==> config.mk <==
export PLATFORM = sky130hd
export DESIGN_NAME = if_fetch_stage
export DESIGN_NICKNAME = d
export VERILOG_FILES = /design/src/rtl/if_fetch_stage.sv
export SDC_FILE = /design/constraint.sdc
export NUM_CORES = 1
export LEC_CHECK = 0
export ABC_CLOCK_PERIOD_IN_PS = 7400
export CORE_MARGIN = 8
export CORE_UTILIZATION = 40
export CTS_CLUSTER_SIZE = 14
export DETAILED_ROUTE_END_ITERATION = 10
export PLACE_DENSITY = 0.72
export SLEW_MARGIN = 20
export SYNTH_ARGS = -nofsm -noshare
export SYNTH_HDL_FRONTEND = slang
export SYNTH_SLANG_ARGS = --single-unit
export TNS_END_PERCENT = 1
==> constraint.sdc <==
create_clock -name clk -period 7.4 [get_ports clk]
set_clock_uncertainty 0.1 [all_clocks]
set_input_delay 2.22 -clock clk [delete_from_list [all_inputs] [get_ports clk]]
set_output_delay 2.22 -clock clk [all_outputs]
set_load 0.03 [all_outputs]
==> src/rtl/if_fetch_stage.sv <==
// rtl/if_fetch_stage.sv - MIPS IF stage: PC register, next-PC select, fetch fault, perf counters
//
// Owns the architectural PC of the 5-stage pipeline and presents {if_pc, if_instr}
// to the IF/ID register. Next-PC selection uses the branch/jump resolution made in ID,
// so the instruction behind a branch (its delay slot) is always fetched and never squashed.
//
// Parameters
//   RESET_PC   PC value loaded on reset
//   IM_BASE    lowest legal fetch address
//   IM_WORDS   instruction-memory depth in words
//
// Ports
//   clk            in   1   clock, rising edge
//   reset          in   1   synchronous, active-high; overrides stall and redirect
//   stall          in   1   hazard-unit stall; PC holds and redirect is ignored
//   npc_sel        in   2   00 seq, 01 cond branch, 10 j/jal, 11 jr/jalr
//   br_taken       in   1   branch comparator result, used only with npc_sel=01
//   id_pc          in   32  PC of the instruction in ID
//   id_instr       in   32  instruction in ID (imm16 = [15:0], imm26 = [25:0])
//   id_rs_val      in   32  forwarded rs value, jr/jalr target
//   im_addr        out  32  instruction-memory address (= if_pc)
//   im_rdata       in   32  instruction word, combinational read of im_addr
//   if_pc          out  32  PC of the instruction being fetched
//   if_instr       out  32  fetched instruction, nop when fetch_fault
//   fetch_fault    out  1   PC misaligned or outside instruction memory
//   cnt_fetch      out  32  cycles in which the PC advanced
//   cnt_stall      out  32  cycles with stall asserted
//   cnt_redirect   out  32  cycles in which a non-sequential target was loaded

module if_fetch_stage #(
    parameter logic [31:0] RESET_PC = 32'h0000_3000,
    parameter logic [31:0] IM_BASE  = 32'h0000_3000,
    parameter int          IM_WORDS = 4096
) (
    input  logic        clk,
    input  logic        reset,
    input  logic        stall,
    input  logic [1:0]  npc_sel,
    input  logic        br_taken,
    input  logic [31:0] id_pc,
    input  logic [31:0] id_instr,
    input  logic [31:0] id_rs_val,
    output logic [31:0] im_addr,
    input  logic [31:0] im_rdata,
    output logic [31:0] if_pc,
    output logic [31:0] if_instr,
    output logic        fetch_fault,
    output logic [31:0] cnt_fetch,
    output logic [31:0] cnt_stall,
    output logic [31:0] cnt_redirect
);

    localparam logic [1:0] SEL_SEQ    = 2'b00;
    localparam logic [1:0] SEL_BRANCH = 2'b01;
    localparam logic [1:0] SEL_JUMP   = 2'b10;
    localparam logic [1:0] SEL_JREG   = 2'b11;

    // Highest legal word address; computed in 33 bits so a memory ending at the
    // top of the address space cannot wrap the bound.
    localparam logic [32:0] IM_LAST = {1'b0, IM_BASE} + 33'(IM_WORDS) * 33'd4 - 33'd4;

    logic [31:0] pc_q;
    logic [31:0] pc_d;
    logic [31:0] cnt_fetch_q;
    logic [31:0] cnt_fetch_d;
    logic [31:0] cnt_stall_q;
    logic [31:0] cnt_stall_d;
    logic [31:0] cnt_redirect_q;
    logic [31:0] cnt_redirect_d;

    logic [31:0] pc_plus4;
    logic [31:0] id_pc_plus4;
    logic [31:0] br_offset;
    logic [31:0] br_target;
    logic [31:0] j_target;
    logic [31:0] npc;
    logic        redirect;

    // ------------------------------------------------------------------
    // Target arithmetic (all modulo 2^32)
    // ------------------------------------------------------------------
    assign pc_plus4    = pc_q + 32'd4;
    assign id_pc_plus4 = id_pc + 32'd4;
    assign br_offset   = {{14{id_instr[15]}}, id_instr[15:0], 2'b00};
    assign br_target   = id_pc_plus4 + br_offset;
    assign j_target    = {id_pc_plus4[31:28], id_instr[25:0], 2'b00};

    // An untaken conditional branch is plain sequential flow and is not a redirect.
    always_comb begin
        npc      = pc_plus4;
        redirect = 1'b0;
        case (npc_sel)
            SEL_SEQ: begin
                npc      = pc_plus4;
                redirect = 1'b0;
            end
            SEL_BRANCH: begin
                if (br_taken) begin
                    npc      = br_target;
                    redirect = 1'b1;
                end
            end
            SEL_JUMP: begin
                npc      = j_target;
                redirect = 1'b1;
            end
            SEL_JREG: begin
                // No alignment masking: a bad register target is loaded and
                // shows up as fetch_fault on the following cycle.
                npc      = id_rs_val;
                redirect = 1'b1;
            end
            default: begin
                npc      = pc_plus4;
                redirect = 1'b0;
            end
        endcase
    end

    // ------------------------------------------------------------------
    // Next-state for PC and counters; stall freezes the PC and discards the
    // redirect since ID re-presents the same control-flow instruction.
    // ------------------------------------------------------------------
    assign pc_d           = stall ? pc_q : npc;
    assign cnt_fetch_d    = stall ? cnt_fetch_q : cnt_fetch_q + 32'd1;
    assign cnt_stall_d    = stall ? cnt_stall_q + 32'd1 : cnt_stall_q;
    assign cnt_redirect_d = (!stall && redirect) ? cnt_redirect_q + 32'd1 : cnt_redirect_q;

    always_ff @(posedge clk) begin
        if (reset) begin
            pc_q           <= RESET_PC;
            cnt_fetch_q    <= 32'd0;
            cnt_stall_q    <= 32'd0;
            cnt_redirect_q <= 32'd0;
        end else begin
            pc_q           <= pc_d;
            cnt_fetch_q    <= cnt_fetch_d;
            cnt_stall_q    <= cnt_stall_d;
            cnt_redirect_q <= cnt_redirect_d;
        end
    end

    // ------------------------------------------------------------------
    // Fetch path: purely combinational from the PC register
    // ------------------------------------------------------------------
    logic misaligned;
    logic out_of_range;

    assign misaligned   = (pc_q[1:0] != 2'b00);
    assign out_of_range = (pc_q < IM_BASE) || ({1'b0, pc_q} > IM_LAST);

    assign fetch_fault  = misaligned || out_of_range;
    assign im_addr      = pc_q;
    assign if_pc        = pc_q;
    assign if_instr     = fetch_fault ? 32'h0000_0000 : im_rdata;

    assign cnt_fetch    = cnt_fetch_q;
    assign cnt_stall    = cnt_stall_q;
    assign cnt_redirect = cnt_redirect_q;

endmodule
* Word level (Yosys, flattened, before mapping)
Index checks and enable logic that the tools add are counted. Widths: inputs -> output; s select.
Operators by class: add/subtract/negate cells 6, order comparisons 2, equal/unequal tests 3, mux-type cells 5, reduce and logical (&&, ||, !) cells 7
Operator list (count):
- $pmux 32 s4 | 1
- $add 32x1->32 const B | 3
- $add 32x3->32 const B | 2
- $mux 32 | 2
- $add 32x32->32 | 1
- $gt 32x15->1 const B | 1
- $lt 32x14->1 const B | 1
- $eq 2x2->1 const B | 2
- $pmux 1 s3 | 1
- $eq 2x1->1 const B | 1
- $logic_not 2->1 | 1
- $logic_or 1x1->1 | 2
- $reduce_bool 2->1 | 1
- $reduce_or 2->1 | 1
- $logic_and 1x1->1 | 1
- $logic_not 1->1 | 1
- $mux 1 | 1
Storage, ports and cells: register bits after elaboration 128, input port bits 134, output and inout bits 193, word-level logic and storage cells 27

* Longest topological paths before layout
Gate-level depths: netlist of run 1.
depth after elaboration 4, gate-level depth with buffers 16, mapped depth without buffers 14

* Worst setup path after synthesis of run 1
OpenSTA, ideal clock, no wires.
kind input to register, start point input port id_pc[4], end point register pc_q[23] (netlist: if_pc[23]), setup time 0.132 ns, arrival 5.152 ns, required time 7.168 ns, path slack 2.016 ns, stages 14, buffers on the path 1, cell sequence and4_1 clkbuf_1 nand4_2 nor3_1 xor2_1 ha_1 a21o_1 a21oi_1 o21ai_0 and2_1 a2111oi_2 o31a_1 nor4b_1 or3b_2
Between the ends: cells in the longest elaborated chain, start to end 4
RTL lines:
- start: declaration | RTL line 40 | input logic [31:0] id_pc,
- $add 32x3->32 | RTL line 83 | assign id_pc_plus4 = id_pc + 32'd4;
- $add 32x32->32 | RTL line 85 | assign br_target = id_pc_plus4 + br_offset;
- $mux 32 | RTL line 98 | if (br_taken) begin
- $pmux 32 s4 | RTL line 92 | case (npc_sel)
- end signal: assignment | RTL line 136 | pc_q <= pc_d;
- end: declaration | RTL line 62 | logic [31:0] pc_q;
Every way passes these cells. A chain may end at the register's enable or synchronous reset.

* Worst setup path after layout of run 1
start point input port id_pc[4], end point register pc_q[31] (netlist: if_pc[31])
Between the ends: cells in the longest elaborated chain, start to end 4
RTL lines (RTL line):
- $add 32x3->32 * | 83
- $add 32x32->32 | 85
- $mux 32 | 98
- $pmux 32 s4 * | 92
Every way passes the cells marked *; elsewhere a longest branch is shown, timed or not.

==> impl_metrics.toml, run 1 <==
[sta]
tns_ns = 0
holdWs_ns = 0.402
max_freq_ghz = 0.168
grt_setup_unrepaired = "no"
worst_slew_pin_slew_ns = 0.975
min_period_ns = 5.96
period_share_pct = 80.5
setup_violations = 0
final-max-slew-violation-count = 0
fin_ws_ns = 1.44
hold_violations = 0
relSlewSlack_pct = 34.8

[detailed_routing]
remaining_drc_errors = 0
num_vias = 10300
wl_per_cell_um = 18.9
first_pass_iters = 6
drt-total-wl_mm = 35.0
detail_route.iter0.violations = 873
met3_length_mm = 2.91
wl_met1_mm = 14.5
via_per_inst = 5.58
wl_met2_mm = 16.6
drtAntennaViolNets = 0
top_layer = "met4"

[grt]
overflow = 0
grt_usage_pct = 23.4
grt_max_degree = 109
grt_pass1_vias = 9939
grt_pass1_wl_mm = 53.9
antenna_found_initial = 1

[logic_synthesis]
ys_async_sr_fraction_pct = 0
synth_cells = 1252
ys_seq_area_share_pct = 27.2
synth-edff-count = 0
yosysWarnings = 0
ys_types = 78
syn_nets = 1427
synth-seq-cells = 128
synthFlopType = "dfxtp_1"
synth.cell_area_mm2 = 0.00944
synth_area_per_cell_um2 = 7.54

[min_path]
min-delay-start = "cnt_redirect[23]$_SDFFE_PP0P_"
holdPathStages = 2
hold_path_class = "reg -> reg"
worstHoldEndpoint = "cnt_redirect[23]$_SDFFE_PP0P_"

[clock_network]
cts-root-buf = "clkbuf_16"
clk_latency_ns = 0.42
cts_tree = "yes"
path_clk_slew_ns = 0.07
cts_hold_buffers = 0
cts_buffers = 17
post_cts_resized = 0
clock_sinks = 128
htree_levels = 4
post-cts-setup-buffer-count = 0
cts.path.max_buffers = 2

[placed_design]
hpwl_mm = 27.1
port_buffers = 320
routabilityCongestion = 0.902
place_ws_ns = 1.04

[power]
combPwrFrac_pct = 24.4
leakagePower_nw = 4.84
p_int_mw = 1.44
power_density_mw_per_mm2 = 159
p_seq_share_pct = 35.1
peakVddDrop_uv = 144
switching_share_pct = 31.9
power.total_mw = 2.12
clockPowerShare_pct = 40.5
p_switching_uw = 676

[die]
core_area_mm2 = 0.0233
pin_count = 327
start_util_pct = 40.4
die_x_um = 170
die_area_mm2 = 0.0288
die_y_um = 170
rows = 56

[layout]
final_cell_mix = "clkdlybuf4s50_1 (318), nor2_1 (169), dfxtp_1 (128)"
nets = 1693
final_util_pct = 57.0
drive_gt1_share_pct = 4.64
area_growth_pct = 40.8
layout_commonest_cell = "clkdlybuf4s50_1"

[critical_path]
cp-end-kind = "flip-flop"
timing.rr.end = "if_pc[28]$_SDFFE_PP0N_"
path_max_fanout = 7
rrSetupSlack_ns = 4.12
reg2reg_from = "if_pc[2]$_SDFFE_PP0N_"
required_ns = 7.61
cp-start-kind = "primary input"
ff2ff_path_depth = 9
crit_type = "in -> reg"
crit_arrival_ns = 6.17

[job]
maxCapViolations = 0

[run_status]
outcome = "completed"
==> critical path, stage by stage <==
cell and delay, ns:
clkdlybuf4s50_1 0.57, and4_1 0.36, nand4_2 0.25, nor3_1 0.42, nand2_1 0.12, xnor2_1 0.15
ha_1 0.39, nand4_1 0.17, or3_1 0.40, a211o_1 0.29, a21oi_1 0.21, a311oi_1 0.15
xnor2_1 0.15, a221o_1 0.32
==> cells in the mapped netlist (3+ instances only) <==
master	count	area share [%]
nor4_1	11	0.73
a31oi_1	10	0.66
xor2_1	77	7.1
ha_1	40	5.3
buf_4	32	2.5
inv_1	23	0.91
o21a_1	13	1.0
xnor2_1	61	5.7
a21oi_1	78	4.1
nand4_1	44	2.9
a311oi_1	6	0.56
nor2_1	169	6.7
nand3_1	70	3.7
o21ai_0	59	3.1
o2111ai_1	4	0.37
dfxtp_1	128	27
a31o_2	3	0.28
o211ai_1	9	0.72
and3_1	30	2.0
o311ai_0	3	0.28
buf_1	8	0.32
a221oi_1	5	0.46
o211a_1	3	0.32
nand2_1	113	4.5
nor2b_1	5	0.33
a21o_1	14	1.1
o31ai_1	7	0.56
a211oi_1	9	0.72
nand2b_1	8	0.53
or3_1	20	1.3
nor3_1	22	1.2
and4_1	11	1.0
o221ai_1	3	0.28
clkbuf_1	44	1.8
and2_1	36	2.4
o31a_1	3	0.28
mux2i_1	8	0.85
a222oi_1	5	0.53
o22ai_1	7	0.46
==> cell type report <==
class / count / area, um2
fillers: 2232 / 10000
multi-input cells: 1013 / 6340
repair buffers: 333 / 3300
flip-flops and latches: 128 / 2560
clock buffers: 18 / 429
well taps: 319 / 399
clock inverters: 14 / 166
inverters: 25 / 95.1
diodes: 1 / 2.50
==> metal layers <==
metal | up-vias | GRT usage [%]
met5 | - | 0
met4 | 0 | 8.85
met3 | 49 | 5.49
met2 | 457 | 39.9
met1 | 4831 | 28.0
li1 | 4984 | -
==> power by group through the flow <==
stage | Combinational, mW | Sequential (mW) | Clock (mW)
floorplan | 0.286 | 0.775 | 0
global placement | 0.509 | 0.758 | 0
detailed placement | 0.513 | 0.758 | 0
CTS | 0.515 | 0.743 | 0.875
global route | 0.557 | 0.747 | 0.907
finish | 0.517 | 0.744 | 0.859
==> registers in the layout (all words and copies together) (netlist names) <==
register and flops:
cnt_stall 32, cnt_redirect 32, cnt_fetch 32, if_pc 32
==> stage by stage <==
step,instance area [um2],instances
5_1_grt,13300,1851
6_report,13300,1851
2_1_floorplan,9440,1252
4_1_cts,13300,1850
3_5_place_dp,12700,1818
3_3_place_gp,12700,1818
==> worst max path at each step <==
| stage | depth (start not counted) | end | startpoint |
|---|---|---|---|
| 2_1_floorplan | 14 | if_pc[23]$_SDFFE_PP0N_ | id_pc[4] |
| 3_3_place_gp | 14 | if_pc[31]$_SDFFE_PP0N_ | id_pc[4] |
| 3_5_place_dp | 14 | if_pc[31]$_SDFFE_PP0N_ | id_pc[4] |
| 4_1_cts | 14 | if_pc[31]$_SDFFE_PP0N_ | id_pc[4] |
| 5_1_grt | 14 | if_pc[23]$_SDFFE_PP0N_ | id_pc[4] |
| 6_report | 14 | if_pc[31]$_SDFFE_PP0N_ | id_pc[4] |
==> cells by family after synthesis <==
logic type,count (synthesis),share of synthesized area (%)
buffers and inverters,111,5.73
XOR/XNOR,138,12.8
flip-flops,128,27.2
AND/OR/NAND/NOR,560,29.3
AO/OA/AOI/OAI,265,18.5
multiplexers,9,0.968
adder cells (fa/ha/maj),41,5.52
Power figures use the tool's default switching activity.
==> run 2, diff against run 1 <==
ABC_CLOCK_PERIOD_IN_PS = 5500   (was 7400)
clock period = 5.5 ns   (was 7.4 ns; I/O delays follow)
==> impl_metrics.toml, run 2 (synthesis results as in run 1) <==
[critical_path]
path_cells = "clkdlybuf4s50_1 -> and3_1 -> nand4_2 -> buf_4 -> nor3_1 -> nand2_1 -> xnor2_1 -> ha_1 -> nand4_1 -> or3_1 -> a211o_1 -> a21oi_1 -> buf_4 -> xor2_1 -> a211oi_1 -> nor4_1"
crit_path_top_delay_cell = "clkdlybuf4s50_1"
cpMostUsedCell = "buf_4"
cp-start-kind = "primary input"
path_max_fanout = 5
slowest_delay_ns = 0.52
required_ns = 5.66
cp-end-kind = "flip-flop"
crit_arrival_ns = 5.18
crit_type = "in -> reg"

[run_status]
outcome = "completed"

[die]
die_area_mm2 = 0.0288
start_util_pct = 40.4
rows = 56
die_x_um = 170
die_y_um = 170
core_area_mm2 = 0.0233
pin_count = 327

[clock_network]
htree_levels = 4
cts_buffers = 17
post-cts-setup-buffer-count = 0
cts_tree = "yes"
cts_hold_buffers = 0
post_cts_resized = 0
path_clk_slew_ns = 0.07
cts.path.max_buffers = 2
clk_latency_ns = 0.42
clock_sinks = 128
cts-root-buf = "clkbuf_16"

[detailed_routing]
first_pass_iters = 5
remaining_drc_errors = 0
wl_per_cell_um = 18.7
via_per_inst = 5.52
num_vias = 10400
detail_route.iter0.violations = 735
drt-total-wl_mm = 35.2
drtAntennaViolNets = 0

[layout]
final_cell_mix = "clkdlybuf4s50_1 (318), nor2_1 (169), dfxtp_1 (128)"
area_growth_pct = 44.2
design_area_mm2 = 0.0136
drive_gt1_share_pct = 7.01
nets = 1731
layout_commonest_cell = "clkdlybuf4s50_1"

[power]
peakVddDrop_uv = 217
power_density_mw_per_mm2 = 216
combPwrFrac_pct = 24.6
power.total_mw = 2.93
switching_share_pct = 31.1
p_seq_share_pct = 34.1
clockPowerShare_pct = 41.3
p_int_mw = 2.02
p_switching_uw = 913
leakagePower_nw = 5.05

[grt]
grt.busiest_layer = "met2"
antenna_found_initial = 1
overflow = 0
met3_usage_pct = 5.95
grt_pass1_wl_mm = 53.3
grt_use_met1_pct = 27.8
grt_pass1_vias = 10000
grt_usage_pct = 23.2
grtUsageMet2_pct = 39.3
grt_max_degree = 103

[sta]
period_share_pct = 91.4
tns_ns = 0
holdWs_ns = 0.398
worst_slew_pin_slew_ns = 1.10
setup_violations = 0
relSlewSlack_pct = 26.5
min_period_ns = 5.02
final-max-slew-violation-count = 0
hold_violations = 0
grt_setup_unrepaired = "no"
max_freq_ghz = 0.199

[placed_design]
port_buffers = 320
routabilityCongestion = 0.914
hpwl_mm = 27.6
dpl_cell_area_mm2 = 0.0130

[min_path]
hold_path_class = "reg -> reg"

[job]
maxCapViolations = 0
[run 2: cell count changes in the layout (fill, tap and decap cells not counted), sizes merged]
cell | previous run | this run
clkinvlp | 3 | 2
buf | 15 | 53
inv | 32 | 31
clkinv | 2 | 3
bufinv | 2 | 3
[run 2: layer usage]
layer | up-vias | share of wire (%)
met2 | 459 | 46
met1 | 4844 | 42
met4 | 0 | 3.1
met3 | 64 | 8.9
met5 | - | 0
li1 | 5059 | -
[run 2: layout make-up]
type                       count  area [um2]
inverter                      25        95.1
sequential                   128        2560
fill                        2183        9730
antenna                        1        2.50
tap                          319         399
clock inverter                14         191
timing repair buffer         371        3580
multi-input combinational   1013        6340
clock buffer                  18         439
[run 2: final timing paths]
path	depth (start not counted)	endpoint	slack, ns	start
max	16	if_pc[27]$_SDFFE_PP0N_	0.48	id_pc[10]
min	2	cnt_redirect[23]$_SDFFE_PP0P_	0.40	cnt_redirect[23]$_SDFFE_PP0P_
max reg2reg	9	if_pc[28]$_SDFFE_PP0N_	2.29	if_pc[2]$_SDFFE_PP0N_
min reg2reg	2	cnt_redirect[23]$_SDFFE_PP0P_	0.40	cnt_redirect[23]$_SDFFE_PP0P_
[run 2: critical path, delay by kind of cell]
kind	cells	cell delay [ns]
buf+inv	3	0.86
compound gates	3	0.83
xor+xnor	2	0.20
fa+ha+maj	1	0.29
simple gates	7	1.35
[run 2: power by group through the flow]
stage	combinational, mW	clock [mW]	sequential, mW
2_1_floorplan	0.385	0	1.04
3_3_place_gp	0.709	0	1.02
3_5_place_dp	0.713	0	1.02
4_1_cts	0.718	1.25	0.999
5_1_grt	0.773	1.28	1.00
6_report	0.722	1.21	1.00
[run 2: per-stage QoR]
stage | cells | setup WS (ns) | utilization [%]
global placement | 1856 | 0.0907 | 55.6
floorplan | 1252 | 0.686 | -
finish | 1889 | 0.475 | 58.3
detailed placement | 1856 | 0.0682 | 55.6
global route | 1889 | 0.269 | 58.3
CTS | 1888 | 0.517 | 58.3
